`src/rtl/reg_bridge_pkg.sv`:
```
// Shared types for the register access bridge: FSM state encoding and the
// queued command entry. Entry widths track the register set's 8-bit address/data.
package reg_bridge_pkg;

  localparam int REG_ADDR_W = 8;
  localparam int REG_DATA_W = 8;

  typedef enum logic [1:0] {
    IDLE  = 2'd0,
    ISSUE = 2'd1,
    WAIT  = 2'd2,
    RESP  = 2'd3
  } state_t;

  typedef struct packed {
    logic                  wnr;
    logic [REG_ADDR_W-1:0] addr;
    logic [REG_DATA_W-1:0] data;
  } cmd_entry_t;

  localparam int CMD_ENTRY_W = $bits(cmd_entry_t);

endpackage

```
`src/rtl/reg_cmd_fifo.sv`:
```
// Synchronous command FIFO, power-of-two depth; pointers carry one extra wrap
// bit so full and empty are distinguishable without a separate count.
module reg_cmd_fifo #(
  parameter int WIDTH = 17,
  parameter int DEPTH = 4
) (
  input  logic             clk,
  input  logic             reset,
  input  logic             i_push,
  input  logic [WIDTH-1:0] i_push_data,
  input  logic             i_pop,
  output logic [WIDTH-1:0] o_pop_data,
  output logic             o_full,
  output logic             o_empty
);

  localparam int IDX_W = $clog2(DEPTH);
  localparam logic [IDX_W:0] PTR_ONE = {{IDX_W{1'b0}}, 1'b1};

  logic [IDX_W:0]   r_wr_ptr;
  logic [IDX_W:0]   r_rd_ptr;
  logic [WIDTH-1:0] r_mem [DEPTH];
  logic             w_do_push;
  logic             w_do_pop;

  assign o_empty    = (r_wr_ptr == r_rd_ptr);
  assign o_full     = (r_wr_ptr[IDX_W] != r_rd_ptr[IDX_W]) &&
                      (r_wr_ptr[IDX_W-1:0] == r_rd_ptr[IDX_W-1:0]);
  assign w_do_push  = i_push && !o_full;
  assign w_do_pop   = i_pop && !o_empty;
  assign o_pop_data = r_mem[r_rd_ptr[IDX_W-1:0]];

  // Pointer update; simultaneous push and pop leave the occupancy unchanged.
  always_ff @(posedge clk) begin
    if (reset) begin
      r_wr_ptr <= {(IDX_W+1){1'b0}};
      r_rd_ptr <= {(IDX_W+1){1'b0}};
    end else begin
      if (w_do_push) begin
        r_wr_ptr <= r_wr_ptr + PTR_ONE;
      end
      if (w_do_pop) begin
        r_rd_ptr <= r_rd_ptr + PTR_ONE;
      end
    end
  end

  // Storage write; contents are don't-care while the FIFO is empty.
  always_ff @(posedge clk) begin
    if (w_do_push) begin
      r_mem[r_wr_ptr[IDX_W-1:0]] <= i_push_data;
    end
  end

endmodule

```
`src/rtl/reg_access_bridge.sv`:
```
// Host-to-register-set bridge: queues commands, replays each as one req pulse,
// waits for ack with a bounded timeout and returns one response per command.
module reg_access_bridge
  import reg_bridge_pkg::*;
#(
  parameter int DATA_WIDTH = REG_DATA_W,
  parameter int ADDR_WIDTH = REG_ADDR_W,
  parameter int FIFO_DEPTH = 4,
  parameter int TIMEOUT    = 15
) (
  input  logic                  clk,
  input  logic                  reset,
  input  logic                  cmd_valid,
  output logic                  cmd_ready,
  input  logic                  cmd_wnr,
  input  logic [ADDR_WIDTH-1:0] cmd_addr,
  input  logic [DATA_WIDTH-1:0] cmd_data,
  output logic                  rsp_valid,
  input  logic                  rsp_ready,
  output logic [DATA_WIDTH-1:0] rsp_data,
  output logic                  rsp_err,
  output logic                  reg_wnr,
  output logic                  reg_req,
  output logic [ADDR_WIDTH-1:0] reg_address,
  output logic [DATA_WIDTH-1:0] reg_data_in,
  input  logic                  reg_ack,
  input  logic [DATA_WIDTH-1:0] reg_data_out
);

  localparam int CNT_W = $clog2(TIMEOUT + 1);
  localparam logic [CNT_W-1:0] CNT_LAST = CNT_W'(TIMEOUT - 1);
  localparam logic [CNT_W-1:0] CNT_ONE  = CNT_W'(1);

  cmd_entry_t w_push_entry;
  cmd_entry_t w_pop_entry;
  logic       w_push;
  logic       w_pop;
  logic       w_full;
  logic       w_empty;

  state_t                r_state;
  logic [CNT_W-1:0]      r_cnt;
  logic                  r_req;
  logic                  r_wnr;
  logic [ADDR_WIDTH-1:0] r_addr;
  logic [DATA_WIDTH-1:0] r_wdata;
  logic                  r_rsp_valid;
  logic [DATA_WIDTH-1:0] r_rsp_data;
  logic                  r_rsp_err;

  assign w_push_entry = '{wnr: cmd_wnr, addr: cmd_addr, data: cmd_data};
  assign cmd_ready    = !w_full && !reset;
  assign w_push       = cmd_valid && cmd_ready;
  assign w_pop        = (r_state == IDLE) && !w_empty;

  reg_cmd_fifo #(
    .WIDTH (CMD_ENTRY_W),
    .DEPTH (FIFO_DEPTH)
  ) u_fifo (
    .clk         (clk),
    .reset       (reset),
    .i_push      (w_push),
    .i_push_data (w_push_entry),
    .i_pop       (w_pop),
    .o_pop_data  (w_pop_entry),
    .o_full      (w_full),
    .o_empty     (w_empty)
  );

  // Access sequencer: pop, single req pulse, bounded ack wait, held response.
  always_ff @(posedge clk) begin
    if (reset) begin
      r_state     <= IDLE;
      r_cnt       <= {CNT_W{1'b0}};
      r_req       <= 1'b0;
      r_wnr       <= 1'b0;
      r_addr      <= {ADDR_WIDTH{1'b0}};
      r_wdata     <= {DATA_WIDTH{1'b0}};
      r_rsp_valid <= 1'b0;
      r_rsp_data  <= {DATA_WIDTH{1'b0}};
      r_rsp_err   <= 1'b0;
    end else begin
      case (r_state)
        IDLE: begin
          if (w_pop) begin
            r_wnr   <= w_pop_entry.wnr;
            r_addr  <= w_pop_entry.addr;
            r_wdata <= w_pop_entry.data;
            r_req   <= 1'b1;
            r_state <= ISSUE;
          end
        end
        ISSUE: begin
          r_req   <= 1'b0;
          r_cnt   <= {CNT_W{1'b0}};
          r_state <= WAIT;
        end
        WAIT: begin
          // An ack in the expiry cycle still counts as a successful access.
          if (reg_ack) begin
            r_rsp_data  <= r_wnr ? {DATA_WIDTH{1'b0}} : reg_data_out;
            r_rsp_err   <= 1'b0;
            r_rsp_valid <= 1'b1;
            r_state     <= RESP;
          end else if (r_cnt == CNT_LAST) begin
            r_rsp_data  <= {DATA_WIDTH{1'b0}};
            r_rsp_err   <= 1'b1;
            r_rsp_valid <= 1'b1;
            r_state     <= RESP;
          end else begin
            r_cnt <= r_cnt + CNT_ONE;
          end
        end
        RESP: begin
          if (rsp_ready) begin
            r_rsp_valid <= 1'b0;
            r_state     <= IDLE;
          end
        end
        default: begin
          r_req       <= 1'b0;
          r_rsp_valid <= 1'b0;
          r_state     <= IDLE;
        end
      endcase
    end
  end

  assign reg_req     = r_req;
  assign reg_wnr     = r_wnr;
  assign reg_address = r_addr;
  assign reg_data_in = r_wdata;
  assign rsp_valid   = r_rsp_valid;
  assign rsp_data    = r_rsp_data;
  assign rsp_err     = r_rsp_err;

endmodule

```
`config.mk`:
```
export PLATFORM = sky130hd
export DESIGN_NAME = reg_access_bridge
export DESIGN_NICKNAME = d
export VERILOG_FILES = /design/src/rtl/reg_bridge_pkg.sv /design/src/rtl/reg_cmd_fifo.sv /design/src/rtl/reg_access_bridge.sv
export SDC_FILE = /design/constraint.sdc
export NUM_CORES = 1
export LEC_CHECK = 0
export CAP_MARGIN = 20
export CORE_ASPECT_RATIO = 0.75
export CORE_UTILIZATION = 50
export CTS_CLUSTER_DIAMETER = 100
export DETAILED_ROUTE_END_ITERATION = 6
export GPL_ROUTABILITY_DRIVEN = 0
export PLACE_DENSITY = 0.77
export SETUP_SLACK_MARGIN = 0.4
export SLEW_MARGIN = 20
export SYNTH_ARGS = -nofsm -noshare
export SYNTH_HDL_FRONTEND = slang
export SYNTH_SLANG_ARGS = --single-unit
```
`constraint.sdc`:
```
create_clock -name clk -period 4.6 [get_ports clk]
set_input_delay 0.92 -clock clk [delete_from_list [all_inputs] [get_ports clk]]
set_output_delay 0.92 -clock clk [all_outputs]
set_load 0.02 [all_outputs]
```
==> results of run 1 <==
==> how the worst min path moves through the flow <==
stage,from,to,slack [ps],cells past startpoint
final,rsp_valid,rsp_valid,500,2
after global routing,rsp_valid,rsp_valid,500,2
after detailed placement,rsp_valid,rsp_valid,490,2
after CTS,rsp_valid,rsp_valid,500,2
after floorplan,r_state[1],r_state[1],480,2
after global placement,rsp_valid,rsp_valid,460,2
==> metrics by stage <==
step,std cells,util,area (sq um),hold slack (ps)
CTS,444,0.645,5190,495
global placement,428,0.610,4920,458
finish,444,0.645,5190,496
floorplan,275,-,4260,485
global route,444,0.645,5190,503
detailed placement,428,0.610,4920,485
==> registers in the layout, indices dropped and copies added, names as in the netlist <==
signal,count
u_fifo.r_mem,68
reg_address,8
reg_data_in,8
rsp_data,8
r_cnt,4
u_fifo.r_rd_ptr,3
u_fifo.r_wr_ptr,3
r_state,2
reg_req,1
reg_wnr,1
rsp_err,1
rsp_valid,1
==> per-layer routing <==
layer	vias to the layer above	routed length, um
met5	-	0
met4	0	29
met3	4	337
met2	63	3580
met1	1140	3520
li1	1133	-
==> critical path, delay by kind of cell <==
kind / cells / cell delay, ps
buffers and inverters: 2 / 1200
AND/OR/NAND/NOR: 1 / 120
==> power groups by stage <==
| stage | Sequential [mW] | Clock, mW | Combinational, mW |
|---|---|---|---|
| after floorplan | 1.29 | 0 | 0.582 |
| after global placement | 1.22 | 0 | 0.888 |
| after detailed placement | 1.22 | 0 | 0.916 |
| after CTS | 1.20 | 0.735 | 0.919 |
| after global routing | 1.21 | 0.768 | 0.974 |
| final | 1.20 | 0.715 | 0.905 |
==> cell usage in the layout (no fill, tap or decap), types with 2 or more instances in the layout <==
cell type,Yosys,final
nand2b_1,5,5
mux4_2,17,17
nor3_1,4,3
nor2_1,35,35
buf_4,0,4
clkinv_2,0,2
xnor2_1,2,2
nand2_1,4,4
xor2_2,2,2
mux2i_1,22,22
a22oi_1,8,8
edfxtp_1,68,68
or3_1,2,2
a31oi_1,2,2
and2_1,4,4
clkbuf_16,0,9
ha_1,12,12
o21ai_0,3,3
xor2_1,3,3
nand3_1,3,3
a21oi_1,5,5
clkinvlp_4,0,2
clkdlybuf4s50_1,0,57
dfxtp_1,40,40
inv_1,9,9
==> cells by family (layout without fill, tap and decap cells) <==
group           after synthesis  in the layout  share of synthesized area
compound gates               26             26                     0.0455
flops                       108            108                      0.668
mux                          40             40                      0.144
xor+xnor                      7              7                     0.0179
buf+inv                      23             87                     0.0276
fa+ha+maj                    12             12                     0.0353
simple gates                 59             59                     0.0617
==> cell type report <==
cell class	count	area, sq um
Clock buffer	11	243
Timing Repair Buffer	62	606
Inverter	9	33.8
Multi-Input combinational cell	144	1300
Fill cell	615	2860
Tap cell	105	131
Sequential cell	108	2840
Clock inverter	5	36.3
==> impl_metrics.ini, run 1 <==
[routing]
ant_nets = 0
vias = 2340
routedWlPerCell_um = 16.8
drc_errors = 0
wirelength_um = 7470
drt_iter0_markers = 135
first_pass_iters = 4
vias_per_cell = 5.27

[sta]
fmax_ghz = 0.316
post-route-period-util = 0.688
min_period_ps = 3170
relSlewSlack = 0.398
max_slew.worst_pin.slew_ps = 903
rsz0062_at_grt = false
fin_worst_skew_ps = 7.83
finalSetupViolations = 0
timing.final.ws_setup_ps = 1430
tns_ps = 0
hold_viol = 0
slew_viol_final = 0

[power]
clockPowerShare = 0.254
switchingPower_mw = 0.853
power_frac_comb = 0.321
max-vdd-ir-drop_v = 0.000225
intPower_mw = 1.97
p_total_mw = 2.82
powerDensity_nw_per_um2 = 543
pwr-share-seq = 0.426
swShare = 0.302
p_leak_nw = 1.84

[synth]
syn_area_sq_um = 4260
synth_area_leaders = edfxtp_1 48%, dfxtp_1 19%, mux4_2 9.0%, mux2i_1 5.2%, ha_1 3.5%
synth_common_cells = 68 x edfxtp_1, 40 x dfxtp_1, 35 x nor2_1, 22 x mux2i_1, 17 x mux4_2
async_flop_share = 0
synth-edff-count = 68
synth_cell_types = 34
ys_ff_latch = 108
yosys.area.top_type = edfxtp_1
synth_flop_cell = edfxtp_1
ys_seq_area_frac = 0.668
synth_nets = 317
synth-warning-count = 0
synth_top_area_frac = 0.480
syn-mean-instance-area_sq_um = 15.5
synthCells = 275
synth_most_common_cell = edfxtp_1

[grt]
grt_pass1_wl_um = 11700
grt_max_degree = 47
busiest_layer = met2
use_met1 = 0.244
antenna_found_initial = 0
grt_pass1_vias = 2318
grt_use_total = 0.184
grt_use_met3 = 0.0643
grt.overflow.total = 0
grt_use_met2 = 0.296

[flow_run]
max_cap_violations = 0

[worst_setup_path]
reg2regPathDepth = 5
crit_fanout = 46
r2r-end = u_fifo.r_mem[2][12]
critPathMaxStageDelay_ps = 630
critPathLaunchType = input pin
critPathRequiredTime_ps = 3680
path_cells = buf_2 -> nor2_1 -> clkdlybuf4s50_1
startpoint = reset
r2r_slack_ps = 2160
r2r-start = u_fifo.r_rd_ptr[0]
crit_type = in -> out
endpoint = cmd_ready
arrival_ps = 2250
critPathSlowestCell = buf_2
endpoint_kind = output pin

[clock_tree]
cts_root_buf = clkbuf_16
clock_tree.buffer_depth = 2
cts_max_level = 3
clk_pin_slew_ps = 70
post_cts_buffers = 0
hold_buffers = 0
cts.sinks = 108
cts_resized = 0
cts_tree = yes
clock_latency_ps = 340
numCtsBuffers = 9

[placed_design]
post-place-ws_ps = 1420
port_buffers = 58
dp_hpwl_um = 4850

[floorplanning]
die_h_um = 81.9
die_w_um = 109
pin_count = 59
die-area_sq_um = 8890
rows = 28
start_util = 0.528
core_area_sq_um = 8060

[layout]
nNetsFinal = 376
antenna_cells = 0
syn2layout_area_growth_pct = 22.0
drive_above_1_share = 0.130

[min_path]
hold_path.class = reg -> reg

[status]
status = complete, no violations
(Power assumes the default switching activity.)
==> inputs of run 2 (changes only) <==
Clock period 4.6 ns to 3.25 ns, I/O delays scaled along.
==> run 2 against run 1 <==
- total power rose by 47%
- register-to-register slack got worse by 1000 ps
- first-iteration DRC count fell by 2.2%
- hold slack got worse by 25 ps
- cell area rose by 1.4%
- worst setup slack got worse by 750 ps
- non-clock buffer count rose by 4
- utilization rose by 0.89 points
- global-route usage rose by 0.39 points
- critical path type is now reg -> out
- sequential share of layout area fell by 0.74 points
- final cell count rose by 0.90%
- clock-buffer cell count fell by 1
- highest routed layer unchanged
==> impl_metrics.ini, run 2 (synthesis gave the netlist of run 1 again) <==
[worst_setup_path]
crit_fanout = 5
arrival_ps = 1910
critPathMaxStageDelay_ps = 600
endpoint_kind = output pin
crit_type = reg -> out
r2r-end = u_fifo.r_mem[2][5]
r2r_slack_ps = 1120
critPathLaunchType = flip-flop
path_cells = xor2_2 -> nor3_1 -> nor2_1 -> clkdlybuf4s50_1
r2r-start = u_fifo.r_wr_ptr[1]
critPathRequiredTime_ps = 2600
reg2regPathDepth = 5
critPathSlowestCell = clkdlybuf4s50_1
crit_buf_inv = 1
critPathTopFamily = buffers and inverters

[layout]
syn2layout_area_growth_pct = 23.7
antenna_cells = 0
largest_reg_flops = 68
final_cell_mix = 68 x edfxtp_1, 57 x clkdlybuf4s50_1, 40 x dfxtp_1
drive_above_1_share = 0.140
nNetsFinal = 380
mostFrequentLayoutCell = edfxtp_1

[power]
pwr-share-seq = 0.410
max-vdd-ir-drop_v = 0.000382
clockPowerShare = 0.282
p_leak_nw = 1.89
swShare = 0.295
powerDensity_nw_per_um2 = 788
p_total_mw = 4.15
power_frac_comb = 0.308
intPower_mw = 2.93
switchingPower_mw = 1.22

[routing]
drt_iter0_markers = 132
drc_errors = 0
vias_per_cell = 5.30
first_pass_iters = 4
routedWlPerCell_um = 16.9
wirelength_um = 7580
ant_nets = 0
vias = 2376

[floorplanning]
core_area_sq_um = 8060
die_h_um = 81.9
die-area_sq_um = 8890
pin_count = 59
start_util = 0.528
die_w_um = 109
rows = 28

[clock_tree]
numCtsBuffers = 9
cts.sinks = 108
cts_tree = yes
clock_tree.buffer_depth = 2
hold_buffers = 0
post_cts_buffers = 0
cts_resized = 0
clock_latency_ps = 340
clk_pin_slew_ps = 70
cts_root_buf = clkbuf_16
cts_max_level = 3

[sta]
fmax_ghz = 0.390
fin_worst_skew_ps = 9.78
relSlewSlack = 0.533
post-route-period-util = 0.789
finalSetupViolations = 0
hold_viol = 0
rsz0062_at_grt = false
min_period_ps = 2560
max_slew.worst_pin.slew_ps = 701
tns_ps = 0
slew_viol_final = 0

[min_path]
min_path_cells = 2
hold_path_end = rsp_valid
hold_path.class = reg -> reg
hp-start = rsp_valid

[grt]
antenna_found_initial = 0
grt_pass1_wl_um = 11900
grt_max_degree = 26
grt_pass1_vias = 2363
grt_use_total = 0.188
grt.overflow.total = 0

[flow_run]
max_cap_violations = 0

[placed_design]
dp_hpwl_um = 4720
port_buffers = 58

[status]
status = complete, no violations
## run 2: area by class of cell
| cell class | instances | area (sq um) |
|---|---|---|
| multi-input cells | 144 | 1300 |
| clock inverters | 6 | 91.3 |
| inverters | 9 | 33.8 |
| flip-flops and latches | 108 | 2840 |
| fillers | 599 | 2790 |
| repair buffers | 66 | 636 |
| clock buffers | 10 | 229 |
| well taps | 105 | 131 |
## run 2: per-layer routing
metal,vias up,share of wire,GRT usage,wire length (um)
met3,4,0.042,0.0484,315
met2,49,0.49,0.311,3680
met4,0,0.0090,0.0703,68
met5,-,0,0,0
met1,1179,0.46,0.240,3520
li1,1144,-,-,-
## run 2: worst max path at each step
stage                             from                 end  slack [ps]  cells after the start
floorplan                        reset  u_fifo.r_mem[3][0]         570                      3
global placement             cmd_valid  u_fifo.r_mem[2][4]         870                      5
detailed placement           cmd_valid  u_fifo.r_mem[2][8]         790                      5
CTS                 u_fifo.r_wr_ptr[1]           cmd_ready         660                      4
global route        u_fifo.r_wr_ptr[1]           cmd_ready         570                      4
finish              u_fifo.r_wr_ptr[1]           cmd_ready         690                      4
## run 2: power groups by stage
stage / combinational (mW) / sequential, mW / clock [mW]
global route: 1.39 / 1.72 / 1.25
finish: 1.28 / 1.70 / 1.17
CTS: 1.30 / 1.70 / 1.19
detailed placement: 1.28 / 1.73 / 0
global placement: 1.27 / 1.73 / 0
floorplan: 0.824 / 1.83 / 0
## run 2: worst reg2reg max path, stage by stage (launching register included)
cell	delay, ps
dfxtp_1	470
xor2_2	310
o31ai_2	180
nor2_1	170
and2_1	400
buf_4	290
## run 2: metrics by stage
stage	util	std cells	cell area [sq um]	setup WS, ps	hold slack [ps]
floorplan	-	275	4260	567	485
global placement	0.614	432	4950	869	459
finish	0.654	448	5270	686	471
CTS	0.654	448	5270	661	476
global route	0.654	448	5270	568	521
detailed placement	0.614	432	4950	794	466
==> inputs of run 3 (changes only) <==
Clock period 3.25 ns to 2.6 ns, I/O delays scaled along.
==> run 3 against run 2 <==
- critical path depth rose by 2
- clock skew fell by 4.9 ps
- clock-buffer cell count did not move
- sequential share of layout area fell by 0.14 points
- worst setup slack got worse by 160 ps
- final cell count rose by 0.67%
- total power rose by 24%
==> impl_metrics.ini, run 3 (synthesis gave the netlist of run 1 again) <==
[clock_tree]
cts_tree = yes
cts_max_level = 3
clock_tree.buffer_depth = 2
numCtsBuffers = 9
cts.sinks = 108
cts_root_buf = clkbuf_16
clock_latency_ps = 350
clk_pin_slew_ps = 70
hold_buffers = 0

[power]
p_leak_nw = 1.90
max-vdd-ir-drop_v = 0.000667
powerDensity_nw_per_um2 = 977

[routing]
first_pass_iters = 4
drc_errors = 0
vias = 2408
routedWlPerCell_um = 17.5
vias_per_cell = 5.34
drt_iter0_markers = 117
ant_nets = 0
wirelength_um = 7880

[status]
status = complete, no violations

[floorplanning]
die_h_um = 81.9
die-area_sq_um = 8890
pin_count = 59
core_area_sq_um = 8060
die_w_um = 109
start_util = 0.528
rows = 28

[sta]
hold_viol = 0
relSlewSlack = 0.613
min_period_ps = 2070
finalSetupViolations = 0
tns_ps = 0
fin_worst_skew_ps = 4.91
max_slew.worst_pin.slew_ps = 580
slew_viol_final = 0
post-route-period-util = 0.797
fmax_ghz = 0.483
rsz0062_at_grt = false

[placed_design]
dp_hpwl_um = 5100
placed_cell_area_sq_um = 4970
port_buffers = 58

[worst_setup_path]
critPathSlowestCell = o31ai_2
path_cells = xor2_2 -> buf_4 -> o31ai_2 -> nor2_1 -> and2_1 -> buf_12
crit_type = reg -> reg
arrival_ps = 2190
critPathLaunchType = flip-flop
critPathTopFamily = compound AO/OA/AOI/OAI gates
crit_buf_inv = 2
crit_fanout = 13
critPathMaxStageDelay_ps = 480
critPathRequiredTime_ps = 2710
endpoint_kind = flip-flop

[grt]
grt_pass1_wl_um = 12500
grt_pass1_vias = 2460
grt_max_degree = 45
grt.overflow.total = 0
grt_use_total = 0.199
antenna_found_initial = 0

[layout]
antenna_cells = 0
syn2layout_area_growth_pct = 24.0
drive_above_1_share = 0.147
final_cell_mix = 68 x edfxtp_1, 56 x clkdlybuf4s50_1, 40 x dfxtp_1
mostFrequentLayoutCell = edfxtp_1
finalInstanceArea_sq_um = 5280
nNetsFinal = 383
largest_reg_flops = 68

[flow_run]
max_cap_violations = 0

[min_path]
hold_path.class = reg -> reg
[run 3: through the flow]
| stage | setup WS (ps) | utilization | hold WS, ps | cells | power [mW] |
|---|---|---|---|---|---|
| final | 528 | 0.655 | 476 | 451 | 5.16 |
| after global routing | 406 | 0.655 | 515 | 451 | 5.42 |
| after CTS | 551 | 0.655 | 475 | 451 | 5.22 |
| after detailed placement | 460 | 0.616 | 468 | 433 | 3.82 |
| after global placement | 493 | 0.616 | 463 | 433 | 3.78 |
| after floorplan | 569 | - | 485 | 275 | 3.32 |
[run 3: worst paths after layout]
kind,start,endpoint,slack (ps),depth (start not counted)
worst max register to register,u_fifo.r_wr_ptr[1],u_fifo.r_mem[2][12],530,6
worst max-delay path,u_fifo.r_wr_ptr[1],u_fifo.r_mem[2][12],530,6
worst min register to register,rsp_valid,rsp_valid,480,2
worst min-delay path,rsp_valid,rsp_valid,480,2
[run 3: metal layers]
layer  track usage  share of wire
met5             0              0
met4        0.0649         0.0079
met1         0.256           0.46
met3        0.0683          0.049
met2         0.318           0.49
[run 3: repair_timing]
action / in CTS / in global routing
resized for setup: 1 / 0
endpoints found under the setup margin: 1 / 0
setup buffers: 2 / 0
[run 3: area by class of cell]
type	instances	area (sq um)
Sequential cell	108	2840
Fill cell	604	2780
Multi-Input combinational cell	144	1300
Timing Repair Buffer	69	669
Clock buffer	10	229
Tap cell	105	131
Clock inverter	6	71.3
Inverter	9	33.8
[run 3: power by group]
group | leakage [nW] | total (mW) | switching (mW) | internal [mW]
sequential | 0.944 | 2.12 | 0.106 | 2.01
combinational | 0.807 | 1.67 | 0.843 | 0.828
clock | 0.145 | 1.37 | 0.612 | 0.757
[run 3: worst register-to-register path, delay by kind of cell, from the launching register on]
| family | cells | cell delay [ps] |
|---|---|---|
| simple gates | 2 | 410 |
| flops | 1 | 470 |
| xor+xnor | 1 | 110 |
| buf+inv | 2 | 350 |
| compound gates | 1 | 480 |
